## config.mk

```make
export PLATFORM = sky130hd
export DESIGN_NAME = lcd_box_renderer_flat
export DESIGN_NICKNAME = d
export VERILOG_FILES = /design/src/rtl/lcd_box_renderer_pkg.sv /design/src/rtl/lcd_box_renderer_if.sv /design/src/rtl/lcd_box_renderer_box_axis_motion.sv /design/src/rtl/lcd_box_renderer.sv /design/src/flat_wrapper.sv
export SDC_FILE = /design/constraint.sdc
export NUM_CORES = 1
export LEC_CHECK = 0
export ABC_CLOCK_PERIOD_IN_PS = 3120
export CELL_PAD_IN_SITES_DETAIL_PLACEMENT = 0
export CELL_PAD_IN_SITES_GLOBAL_PLACEMENT = 1
export CORE_ASPECT_RATIO = 0.8
export CORE_MARGIN = 4
export CORE_UTILIZATION = 40
export DETAILED_ROUTE_END_ITERATION = 7
export GPL_ROUTABILITY_DRIVEN = 0
export HOLD_SLACK_MARGIN = 0.06
export PLACE_DENSITY_LB_ADDON = 0.15
export SLEW_MARGIN = 20
export SYNTH_ARGS = -nofsm -noshare
export SYNTH_HDL_FRONTEND = slang
export SYNTH_SLANG_ARGS = --single-unit
```

## constraint.sdc

```tcl
create_clock -name PIXEL_CLK -period 3.12 [get_ports PIXEL_CLK]
set_clock_uncertainty 0.15 [all_clocks]
set_input_delay 0.624 -clock PIXEL_CLK [delete_from_list [all_inputs] [get_ports PIXEL_CLK]]
set_output_delay 0.624 -clock PIXEL_CLK [all_outputs]
set_load 0.05 [all_outputs]
```

## src/rtl/lcd_box_renderer_pkg.sv

```systemverilog
`default_nettype none
// ============================================================================
// Module   : lcd_box_renderer_pkg
// Brief    : Shared types and constants for the bouncing-box pixel source:
//            RGB565 field widths, colour constants, panel geometry defaults,
//            axis direction encoding and span/edge helper functions.
// Revision : 1.0 - initial release
// ============================================================================
package lcd_box_renderer_pkg;

  // RGB565 field widths
  localparam int c_R_W = 5;
  localparam int c_G_W = 6;
  localparam int c_B_W = 5;

  // Pixel coordinates arrive as 11 bits; all box arithmetic runs in 12 bits
  // so that sums like pos + SIZE + STEP can never wrap.
  localparam int c_POS_W   = 11;
  localparam int c_ARITH_W = 12;

  typedef struct packed {
    logic [c_R_W-1:0] r;
    logic [c_G_W-1:0] g;
    logic [c_B_W-1:0] b;
  } rgb565_t;

  localparam rgb565_t c_COL_BLACK   = '{r: 5'd0,  g: 6'd0,  b: 5'd0};
  localparam rgb565_t c_COL_WHITE   = '{r: 5'd31, g: 6'd63, b: 5'd31};
  localparam rgb565_t c_COL_FILL    = '{r: 5'd31, g: 6'd0,  b: 5'd0};
  localparam rgb565_t c_COL_BG_DARK = '{r: 5'd4,  g: 6'd8,  b: 5'd4};

  // Panel geometry defaults
  localparam int c_LCD_480_272_H = 480;
  localparam int c_LCD_480_272_V = 272;
  localparam int c_LCD_800_480_H = 800;
  localparam int c_LCD_800_480_V = 480;

  // Direction of travel along one axis
  typedef enum logic {
    DIR_POS = 1'b0,
    DIR_NEG = 1'b1
  } dir_t;

  // True when lo <= v < lo + size
  function automatic logic in_span(input logic [c_ARITH_W-1:0] v,
                                   input logic [c_ARITH_W-1:0] lo,
                                   input logic [c_ARITH_W-1:0] size);
    return (v >= lo) && (v < (lo + size));
  endfunction

  // True when v lies within 'thick' of either end of [lo, lo+size-1];
  // only meaningful when v is already inside the span.
  function automatic logic near_edge(input logic [c_ARITH_W-1:0] v,
                                     input logic [c_ARITH_W-1:0] lo,
                                     input logic [c_ARITH_W-1:0] size,
                                     input logic [c_ARITH_W-1:0] thick);
    return ((v - lo) < thick) || ((lo + size - 12'd1 - v) < thick);
  endfunction

endpackage
`default_nettype wire

```

## src/rtl/lcd_box_renderer_if.sv

```systemverilog
`default_nettype none
// ============================================================================
// Module   : lcd_box_renderer_if
// Brief    : Timing-in / pixel-out bundle between lcd_driver, the box
//            renderer and the LCD colour pins.
// Revision : 1.0 - initial release
// ============================================================================
interface lcd_box_renderer_if;
  import lcd_box_renderer_pkg::*;

  logic               ENABLE;
  logic               HSYNC_IN;
  logic               VSYNC_IN;
  logic               DEN_IN;
  logic [c_POS_W-1:0] XPOS;
  logic [c_POS_W-1:0] YPOS;

  logic               HSYNC_OUT;
  logic               VSYNC_OUT;
  logic               DEN_OUT;
  logic [c_R_W-1:0]   LCD_R;
  logic [c_G_W-1:0]   LCD_G;
  logic [c_B_W-1:0]   LCD_B;
  logic               FRAME_TICK;

  // Timing source / pixel sink side
  modport master (
    output ENABLE, HSYNC_IN, VSYNC_IN, DEN_IN, XPOS, YPOS,
    input  HSYNC_OUT, VSYNC_OUT, DEN_OUT, LCD_R, LCD_G, LCD_B, FRAME_TICK
  );

  // Renderer side
  modport slave (
    input  ENABLE, HSYNC_IN, VSYNC_IN, DEN_IN, XPOS, YPOS,
    output HSYNC_OUT, VSYNC_OUT, DEN_OUT, LCD_R, LCD_G, LCD_B, FRAME_TICK
  );

endinterface
`default_nettype wire

```

## src/rtl/lcd_box_renderer_box_axis_motion.sv

```systemverilog
`default_nettype none
// ============================================================================
// Module   : box_axis_motion
// Brief    : Position and direction of the box along one axis. Moves STEP
//            pixels per frame start while enabled and bounces off both ends
//            of the active area. At an edge the box dwells for one frame:
//            the position clamps and only the direction flips.
// Revision : 1.0 - initial release
// ============================================================================
module box_axis_motion
  import lcd_box_renderer_pkg::*;
#(
  parameter int ACTIVE = 480,
  parameter int SIZE   = 64,
  parameter int STEP   = 1
) (
  input  wire logic                 clk,
  input  wire logic                 rst,
  input  wire logic                 i_frame_start,
  input  wire logic                 i_enable,
  output logic      [c_ARITH_W-1:0] o_pos
);

  localparam logic [c_ARITH_W-1:0] c_ACTIVE = c_ARITH_W'(ACTIVE);
  localparam logic [c_ARITH_W-1:0] c_SIZE   = c_ARITH_W'(SIZE);
  localparam logic [c_ARITH_W-1:0] c_STEP   = c_ARITH_W'(STEP);
  localparam logic [c_ARITH_W-1:0] c_LIMIT  = c_ARITH_W'(ACTIVE - SIZE);

  logic [c_ARITH_W-1:0] r_pos;
  logic [c_ARITH_W-1:0] w_pos_nxt;
  dir_t                 r_dir;
  dir_t                 w_dir_nxt;

  // Bounce rule: next position/direction, held unless a frame starts while enabled
  always_comb begin
    w_pos_nxt = r_pos;
    w_dir_nxt = r_dir;
    if (i_frame_start && i_enable) begin
      case (r_dir)
        DIR_POS: begin
          if ((r_pos + c_SIZE + c_STEP) > c_ACTIVE) begin
            w_pos_nxt = c_LIMIT;
            w_dir_nxt = DIR_NEG;
          end else begin
            w_pos_nxt = r_pos + c_STEP;
          end
        end
        DIR_NEG: begin
          if (r_pos < c_STEP) begin
            w_pos_nxt = '0;
            w_dir_nxt = DIR_POS;
          end else begin
            w_pos_nxt = r_pos - c_STEP;
          end
        end
        default: begin
          w_pos_nxt = '0;
          w_dir_nxt = DIR_POS;
        end
      endcase
    end
  end

  // Position/direction state register
  always_ff @(posedge clk) begin
    if (rst) begin
      r_pos <= '0;
      r_dir <= DIR_POS;
    end else begin
      r_pos <= w_pos_nxt;
      r_dir <= w_dir_nxt;
    end
  end

  assign o_pos = r_pos;

endmodule
`default_nettype wire

```

## src/rtl/lcd_box_renderer.sv

```systemverilog
`default_nettype none
// ============================================================================
// Module   : lcd_box_renderer
// Brief    : Pixel source fed by lcd_driver timing. Draws a bordered box
//            bouncing over a checkerboard and outputs registered RGB565 with
//            sync/enable delayed by the same two cycles. The box moves once
//            per frame at the VSYNC falling edge.
// Revision : 1.0 - initial release
// ============================================================================
module lcd_box_renderer
  import lcd_box_renderer_pkg::*;
#(
  parameter int H_ACTIVE = c_LCD_480_272_H,
  parameter int V_ACTIVE = c_LCD_480_272_V,
  parameter int BOX_W    = 64,
  parameter int BOX_H    = 48,
  parameter int STEP     = 1,
  parameter int BORDER   = 2
) (
  input wire logic           PIXEL_CLK,
  input wire logic           RESET,
  lcd_box_renderer_if.slave  bus
);

  localparam logic [c_ARITH_W-1:0] c_BOX_W  = c_ARITH_W'(BOX_W);
  localparam logic [c_ARITH_W-1:0] c_BOX_H  = c_ARITH_W'(BOX_H);
  localparam logic [c_ARITH_W-1:0] c_BORDER = c_ARITH_W'(BORDER);

  // Frame detect
  logic r_vsync_d;
  logic r_frame_tick;
  logic w_frame_start;

  // Box position
  logic [c_ARITH_W-1:0] w_box_x;
  logic [c_ARITH_W-1:0] w_box_y;

  // Stage 1 combinational classification
  logic [c_ARITH_W-1:0] w_x;
  logic [c_ARITH_W-1:0] w_y;
  logic                 w_inside;
  logic                 w_border;
  logic                 w_checker;

  // Stage 1 registers
  logic r_s1_hsync;
  logic r_s1_vsync;
  logic r_s1_den;
  logic r_s1_inside;
  logic r_s1_border;
  logic r_s1_checker;

  // Stage 2 registers
  rgb565_t w_rgb;
  rgb565_t r_s2_rgb;
  logic    r_s2_hsync;
  logic    r_s2_vsync;
  logic    r_s2_den;

  assign w_frame_start = r_vsync_d & ~bus.VSYNC_IN;

  // VSYNC edge history and the one-cycle frame tick
  always_ff @(posedge PIXEL_CLK) begin
    if (RESET) begin
      r_vsync_d    <= 1'b1;
      r_frame_tick <= 1'b0;
    end else begin
      r_vsync_d    <= bus.VSYNC_IN;
      r_frame_tick <= w_frame_start;
    end
  end

  box_axis_motion #(
    .ACTIVE (H_ACTIVE),
    .SIZE   (BOX_W),
    .STEP   (STEP)
  ) u_axis_x (
    .clk           (PIXEL_CLK),
    .rst           (RESET),
    .i_frame_start (w_frame_start),
    .i_enable      (bus.ENABLE),
    .o_pos         (w_box_x)
  );

  box_axis_motion #(
    .ACTIVE (V_ACTIVE),
    .SIZE   (BOX_H),
    .STEP   (STEP)
  ) u_axis_y (
    .clk           (PIXEL_CLK),
    .rst           (RESET),
    .i_frame_start (w_frame_start),
    .i_enable      (bus.ENABLE),
    .o_pos         (w_box_y)
  );

  assign w_x = {1'b0, bus.XPOS};
  assign w_y = {1'b0, bus.YPOS};

  // Classify the incoming pixel against the box and the checkerboard
  always_comb begin
    w_inside  = in_span(w_x, w_box_x, c_BOX_W) && in_span(w_y, w_box_y, c_BOX_H);
    w_border  = w_inside &&
                (near_edge(w_x, w_box_x, c_BOX_W, c_BORDER) ||
                 near_edge(w_y, w_box_y, c_BOX_H, c_BORDER));
    w_checker = bus.XPOS[5] ^ bus.YPOS[5];
  end

  // Stage 1: capture timing and the pixel classification
  always_ff @(posedge PIXEL_CLK) begin
    if (RESET) begin
      r_s1_hsync   <= 1'b1;
      r_s1_vsync   <= 1'b1;
      r_s1_den     <= 1'b0;
      r_s1_inside  <= 1'b0;
      r_s1_border  <= 1'b0;
      r_s1_checker <= 1'b0;
    end else begin
      r_s1_hsync   <= bus.HSYNC_IN;
      r_s1_vsync   <= bus.VSYNC_IN;
      r_s1_den     <= bus.DEN_IN;
      r_s1_inside  <= w_inside;
      r_s1_border  <= w_border;
      r_s1_checker <= w_checker;
    end
  end

  // Colour priority: blanking, border, fill, checkerboard, black
  always_comb begin
    w_rgb = c_COL_BLACK;
    if (!r_s1_den) begin
      w_rgb = c_COL_BLACK;
    end else if (r_s1_border) begin
      w_rgb = c_COL_WHITE;
    end else if (r_s1_inside) begin
      w_rgb = c_COL_FILL;
    end else if (r_s1_checker) begin
      w_rgb = c_COL_BG_DARK;
    end
  end

  // Stage 2: registered colour and delay-matched timing
  always_ff @(posedge PIXEL_CLK) begin
    if (RESET) begin
      r_s2_rgb   <= c_COL_BLACK;
      r_s2_hsync <= 1'b1;
      r_s2_vsync <= 1'b1;
      r_s2_den   <= 1'b0;
    end else begin
      r_s2_rgb   <= w_rgb;
      r_s2_hsync <= r_s1_hsync;
      r_s2_vsync <= r_s1_vsync;
      r_s2_den   <= r_s1_den;
    end
  end

  assign bus.HSYNC_OUT  = r_s2_hsync;
  assign bus.VSYNC_OUT  = r_s2_vsync;
  assign bus.DEN_OUT    = r_s2_den;
  assign bus.LCD_R      = r_s2_rgb.r;
  assign bus.LCD_G      = r_s2_rgb.g;
  assign bus.LCD_B      = r_s2_rgb.b;
  assign bus.FRAME_TICK = r_frame_tick;

endmodule
`default_nettype wire

```

## src/flat_wrapper.sv

```systemverilog
// flat-port wrapper written by rule: the top's interface ports become plain ports
module lcd_box_renderer_flat import lcd_box_renderer_pkg::*;
#(
  parameter int H_ACTIVE = c_LCD_480_272_H,
  parameter int V_ACTIVE = c_LCD_480_272_V,
  parameter int BOX_W    = 64,
  parameter int BOX_H    = 48,
  parameter int STEP     = 1,
  parameter int BORDER   = 2
)
  (PIXEL_CLK, RESET, bus_ENABLE, bus_HSYNC_IN, bus_VSYNC_IN, bus_DEN_IN, bus_XPOS, bus_YPOS, bus_HSYNC_OUT, bus_VSYNC_OUT, bus_DEN_OUT, bus_LCD_R, bus_LCD_G, bus_LCD_B, bus_FRAME_TICK);
  lcd_box_renderer_if bus_i ();
  input wire logic PIXEL_CLK;
  input wire logic RESET;
  input wire logic [$bits(bus_i.ENABLE)-1:0] bus_ENABLE;
  input wire logic [$bits(bus_i.HSYNC_IN)-1:0] bus_HSYNC_IN;
  input wire logic [$bits(bus_i.VSYNC_IN)-1:0] bus_VSYNC_IN;
  input wire logic [$bits(bus_i.DEN_IN)-1:0] bus_DEN_IN;
  input wire logic [$bits(bus_i.XPOS)-1:0] bus_XPOS;
  input wire logic [$bits(bus_i.YPOS)-1:0] bus_YPOS;
  output wire logic [$bits(bus_i.HSYNC_OUT)-1:0] bus_HSYNC_OUT;
  output wire logic [$bits(bus_i.VSYNC_OUT)-1:0] bus_VSYNC_OUT;
  output wire logic [$bits(bus_i.DEN_OUT)-1:0] bus_DEN_OUT;
  output wire logic [$bits(bus_i.LCD_R)-1:0] bus_LCD_R;
  output wire logic [$bits(bus_i.LCD_G)-1:0] bus_LCD_G;
  output wire logic [$bits(bus_i.LCD_B)-1:0] bus_LCD_B;
  output wire logic [$bits(bus_i.FRAME_TICK)-1:0] bus_FRAME_TICK;
  assign bus_i.ENABLE = bus_ENABLE;
  assign bus_i.HSYNC_IN = bus_HSYNC_IN;
  assign bus_i.VSYNC_IN = bus_VSYNC_IN;
  assign bus_i.DEN_IN = bus_DEN_IN;
  assign bus_i.XPOS = bus_XPOS;
  assign bus_i.YPOS = bus_YPOS;
  assign bus_HSYNC_OUT = bus_i.HSYNC_OUT;
  assign bus_VSYNC_OUT = bus_i.VSYNC_OUT;
  assign bus_DEN_OUT = bus_i.DEN_OUT;
  assign bus_LCD_R = bus_i.LCD_R;
  assign bus_LCD_G = bus_i.LCD_G;
  assign bus_LCD_B = bus_i.LCD_B;
  assign bus_FRAME_TICK = bus_i.FRAME_TICK;
  lcd_box_renderer #(.H_ACTIVE(H_ACTIVE), .V_ACTIVE(V_ACTIVE), .BOX_W(BOX_W), .BOX_H(BOX_H), .STEP(STEP), .BORDER(BORDER)) u_core (.PIXEL_CLK(PIXEL_CLK), .RESET(RESET), .bus(bus_i));
endmodule
```

### Yosys cells after proc, flatten, opt, wreduce, memory -nomap -nowiden

Index checks and enable logic that the tools add are counted.

* $lt $le $gt $ge: 12
* bitwise gates (word level): 6
* $add $sub $neg: 14
* reductions and logical operators: 9
* muxes and demuxes: 15

Operators with widths (number)
* 12-bit by 1-bit adder with 12-bit output, second input constant: 4
* 12-bit by 2-bit less-than comparator with 1-bit output, second input constant: 4
* 12-bit 2-to-1 mux: 4
* 12-bit one-hot mux with 2 select lines: 2
* 12-bit by 1-bit subtractor with 12-bit output, second input constant: 4
* 16-bit 2-to-1 mux: 2
* 11-bit by 12-bit >= comparator with 1-bit output: 2
* 12-bit by 9-bit > comparator with 1-bit output, second input constant: 2
* 11-bit by 12-bit less-than comparator with 1-bit output: 2
* 12-bit by 1-bit less-than comparator with 1-bit output, second input constant: 2
* 11-bit by 12-bit subtractor with 12-bit output: 2
* 12-bit by 11-bit subtractor with 12-bit output: 2
* 14-bit 2-to-1 mux: 1
* 12-bit by 6-bit adder with 12-bit output, second input constant: 1
* 12-bit by 7-bit adder with 12-bit output, second input constant: 1
* 1-bit logical AND: 5
* 1-bit 2-to-1 mux: 4
* 1-bit NOT: 4
* 1-bit one-hot mux with 2 select lines: 2
* 1-bit logical OR: 3
* 2-bit OR reduction: 1
* 1-bit AND: 1
* 1-bit bitwise XOR: 1

* output and inout bits: 20
* register bits after elaboration: 52

### Longest topological paths before layout

* depth after elaboration: 7
* mapped depth: 13

### Cells and area by module

From an unflattened synthesis, not the netlist that was laid out.

* cell total of the unflattened synthesis: 799
* area total of the unflattened synthesis: 5982.0 µm²

By module, submodules not included
* lcd_box_renderer: cells each 454, instances 1, area an instance 3377.0 µm²
* box_axis_motion at u_core.u_axis_x: cells each 168, instances 1, area an instance 1305.0 µm²
* box_axis_motion at u_core.u_axis_y: cells each 177, instances 1, area an instance 1300.0 µm²

### Worst setup path after synthesis

No wires, ideal clock.

* kind: input to register
* start: input port bus_YPOS[0]
* end: register u_core.r_s1_border
* data arrival time: 2.867 ns
* required time: 2.850 ns
* slack: -0.017 ns
* stages on the path: 11
* cells stage by stage: inv_1 ha_1 inv_1 fa_1 a211o_1 a2111oi_0 o21ai_0 a21o_1 a211oi_1 nor4_1 o31a_1

* word-level cells in the longest chain between the ends: 5
* elaborated cells between the ends (all ways): 11

RTL lines
* start, declared: RTL line flat_wrapper.sv:20 `input wire logic [$bits(bus_i.YPOS)-1:0] bus_YPOS;`
* 11-bit by 12-bit subtractor with 12-bit output / 12-bit by 11-bit subtractor with 12-bit output (equally long branches): RTL line lcd_box_renderer_pkg.sv:57 `return ((v - lo) < thick) || ((lo + size - 12'd1 - v) < thick);`
* 12-bit by 2-bit less-than comparator with 1-bit output: RTL line lcd_box_renderer_pkg.sv:57
* 1-bit logical OR: RTL line lcd_box_renderer_pkg.sv:57
* 1-bit logical OR: RTL line lcd_box_renderer.sv:104 `(near_edge(w_x, w_box_x, c_BOX_W, c_BORDER) ||`
* 1-bit logical AND (*): RTL line lcd_box_renderer.sv:103 `w_border = w_inside &&`
* end signal, assigned: RTL line lcd_box_renderer.sv:123 `r_s1_border <= w_border;`
* end, declared: RTL line lcd_box_renderer.sv:50 `logic r_s1_border;`

Every way passes the cells marked *; elsewhere a longest branch is shown, timed or not.
A chain may end at the register's enable or synchronous reset.

### Worst setup path in the final report

* start: input port bus_YPOS[3]
* end: register u_core.r_s1_border

Same word-level chain as after synthesis.

==> flow_summary_export.csv <==
group,metric,value,unit
logic_synthesis,synth_top_family_by_area,"compound AO/OA/AOI/OAI gates",
floorplanning,fp.dieH,115.2,um
worst_setup_path,startpoint_type,"input port",
drt,dr_wl_met3,1206,um
timing,fmax,333.9,MHz
drt,drtIter0Drc,596,
floorplanning,ios,48,
power,vdd_ir_drop_max,0.3347,mV
floorplanning,die_x,142.0,um
logic_synthesis,synth-seq-cells,40,
cts,cts_buffers,5,
finish,final_common_cell,"buf_4",
grt,first_global_vias,5851,
finish,num_antenna_cells,0,
floorplanning,fp.coreArea,0.01384,mm^2
drt,wl_met1,9620,um
power,leakagePower,3.080,nW
logic_synthesis,avgSynthCellArea,7.232,um^2
power,powerDensity,261.1,mW/mm^2
timing,finalSetupViolCount,0,
logic_synthesis,synthAdderAreaFrac,16.19,%
timing,finalSetupTns,0,ns
floorplanning,row_count,38,
drt,vias,6340,
finish,multi_input_area,0.004641,mm^2
logic_synthesis,synthFlopType,"dfxtp_1",
drt,routed.top_layer,"met5",
cts,cts_tree,"yes",
worst_setup_path,worst_r2r_endpoint,"u_core.u_axis_y.o_pos[2]",
cts,path_clk_slew,0.07,ns
finish,stdcell_area,0.007564,mm^2
finish,drive_above_1_share,21.00,%
finish,seq_area,802.0,um^2
cts,cts_sinks,40,
cts,clockBufferDepth,2,
min_path,worstHoldPathCells,1,
place,place_area,0.007123,mm^2
finish,final_cell_mix,"buf_4 (127), inv_1 (67), nor2_1 (64), ha_1 (60)",
grt,grt_start_max_net_pins,37,
cts,insertion_delay,0.30,ns
outcome,outcome,"complete, no violations",
floorplanning,start_util,41.55,%
timing,relSlewSlack,61.71,%
drt,vias_per_cell,5.743,
grt,grt_pass1_wl,29800,um
timing,rsz0062_at_grt,"no",
logic_synthesis,synth-simple-area-share,23.72,%
timing,finalWorstSetupSlack,0.1250,ns
timing,whs,0.2704,ns
job,max_cap_viol_count,0,
logic_synthesis,synth_compound_area_share,29.51,%
logic_synthesis,synth_cells,795,
logic_synthesis,synth_xor_area_share,5.941,%
place,io_buffers,47,
logic_synthesis,yosysUniqueCellTypes,71,
logic_synthesis,ys_async_sr_fraction,0,%
drt,drt_wl_total,18370,um
finish,nFillCells,1289,
worst_setup_path,crit_type,"in -> reg",
worst_setup_path,r2r_slack,0.12,ns
worst_setup_path,worstSetupEndpointType,"flop",
worst_setup_path,required,3.22,ns
drt,wl_per_cell,16.64,um
place,pre_cts_ws,-0.5863,ns
cts,root_buffer,"clkbuf_16",
timing,period_share,95.99,%
timing,period_minus_slack,2.995,ns
timing,worst_slew_pin_slew,0.5664,ns
logic_synthesis,yosys_warnings,0,
timing,slew_violations,0,
timing,hold_viol,0,
cts,ctsHoldBuffers,0,
grt,track_usage,22.35,%
drt,drtPass1Iterations,5,
min_path,hp-start,"u_core.r_s1_hsync",
worst_setup_path,arrival,3.10,ns
min_path,holdPathEnd,"u_core.bus.HSYNC_OUT",
logic_synthesis,synth_edf_count,0,
worst_setup_path,cp_max_fo,5,
floorplanning,die_area,0.01637,mm^2
logic_synthesis,syn_nets,895,
drt,wl_met2,7330,um
drt,drc_errors,0,
grt,grt_overflow,0,
worst_setup_path,worstReg2RegStart,"u_core.u_axis_y.o_pos[0]",
finish,utilization,54.67,%
finish,area_growth,31.56,%
finish,layout.nets,1023,
grt,antenna_found_initial,1,
drt,ant_nets,0,
cts,htreeDepth,2,
logic_synthesis,muxShareOfSynthArea,1.436,%
min_path,worstHoldPathType,"reg -> reg",
worst_setup_path,rr_worst_depth,9,
logic_synthesis,syn_area,0.005749,mm^2
place,dp_hpwl,14470,um
logic_synthesis,ys_seq_area_share,13.93,%
## how the worst max path moves through the flow
stage                                   startpoint            endpoint  slack, ns  cells after the start
after CTS                              bus_YPOS[4]  u_core.r_s1_border      0.007                     11
final                                  bus_YPOS[3]  u_core.r_s1_border       0.12                     11
after global placement                 bus_YPOS[0]  u_core.r_s1_border      -0.53                     12
after floorplan                        bus_YPOS[0]  u_core.r_s1_border       0.02                     11
after detailed placement               bus_YPOS[0]  u_core.r_s1_border      -0.59                     12
after global routing      u_core.u_axis_y.o_pos[6]  u_core.r_s1_border      0.002                     11
## cell usage after synthesis, types with 7 or more instances
| master | n | share of area, % |
|---|---|---|
| xnor2_1 | 30 | 4.6 |
| nand2_1 | 45 | 2.9 |
| and3_1 | 8 | 0.87 |
| nor2b_1 | 13 | 1.4 |
| ha_1 | 68 | 15 |
| nor2_1 | 65 | 4.2 |
| a31oi_1 | 8 | 0.87 |
| nand3_1 | 20 | 1.7 |
| inv_1 | 73 | 4.8 |
| nand4_1 | 12 | 1.3 |
| a21o_1 | 17 | 2.2 |
| buf_4 | 12 | 1.6 |
| nor4_1 | 12 | 1.3 |
| xor2_1 | 9 | 1.4 |
| a211oi_1 | 15 | 2.0 |
| a311oi_1 | 9 | 1.4 |
| o211ai_1 | 12 | 1.6 |
| o21ai_0 | 54 | 4.7 |
| a221oi_1 | 7 | 1.1 |
| dfxtp_1 | 40 | 14 |
| clkbuf_1 | 35 | 2.3 |
| o21a_1 | 10 | 1.3 |
| a21oi_1 | 53 | 4.6 |
| nor3_1 | 30 | 2.6 |
| nand2b_1 | 10 | 1.1 |
| or3_1 | 9 | 0.98 |
## repair_timing
item,CTS,global route
cloned,0,0
endpoints found under the setup margin,2,2
pin swaps,13,17
setup buffers,2,4
hold endpoints to repair,0,0
gates resized for setup,29,26
## cell families (layout without fill, tap and decap cells)
family | count (synthesis) | in the layout
AO/OA/AOI/OAI | 247 | 247
XOR/XNOR | 39 | 39
adder cells (fa/ha/maj) | 72 | 72
buffers and inverters | 128 | 257
flip-flops | 40 | 40
multiplexers | 8 | 8
AND/OR/NAND/NOR | 261 | 261
## cell type report
class / count / share of cell area (%)
Inverter: 73 / 3.623
Tap cell: 180 / 2.978
Clock buffer: 5 / 1.654
Sequential cell: 40 / 10.60
Timing Repair Buffer: 176 / 19.17
Clock inverter: 3 / 0.6121
Multi-Input combinational cell: 627 / 61.36
## routing by layer
| metal | track usage (%) | vias up |
|---|---|---|
| met5 | 0 | - |
| met4 | 4.731 | 2 |
| met3 | 4.407 | 23 |
| met2 | 31.37 | 229 |
| met1 | 34.82 | 2941 |
| li1 | - | 3145 |
## stage by stage
step | cells | total power [W]
after floorplan | 795 | 0.001001
after global routing | 1104 | 0.002083
after detailed placement | 1091 | 0.001303
final | 1104 | 0.001975
after CTS | 1101 | 0.001950
after global placement | 1091 | 0.001289
## flip-flops by register name, indices dropped and copies added (netlist names), 2 cells and up
signal / flops
u_core.bus.LCD_B: 2
u_core.bus.LCD_R: 2
u_core.u_axis_x.o_pos: 12
u_core.u_axis_y.o_pos: 12
## critical path, cell delays in order
cell	delay, ns
clkdlybuf4s50_1	0.48
inv_1	0.08
ha_4	0.26
or2_2	0.29
buf_4	0.13
a31o_2	0.23
a21o_1	0.17
a31oi_1	0.15
o21ai_0	0.12
nor4_1	0.37
o31a_1	0.19
## power breakdown
group          internal [W]  switching [W]
Sequential         0.000526      0.0000177
Clock              0.000381       0.000247
Combinational      0.000382       0.000421
No activity file was read; power rests on OpenSTA's default activity.
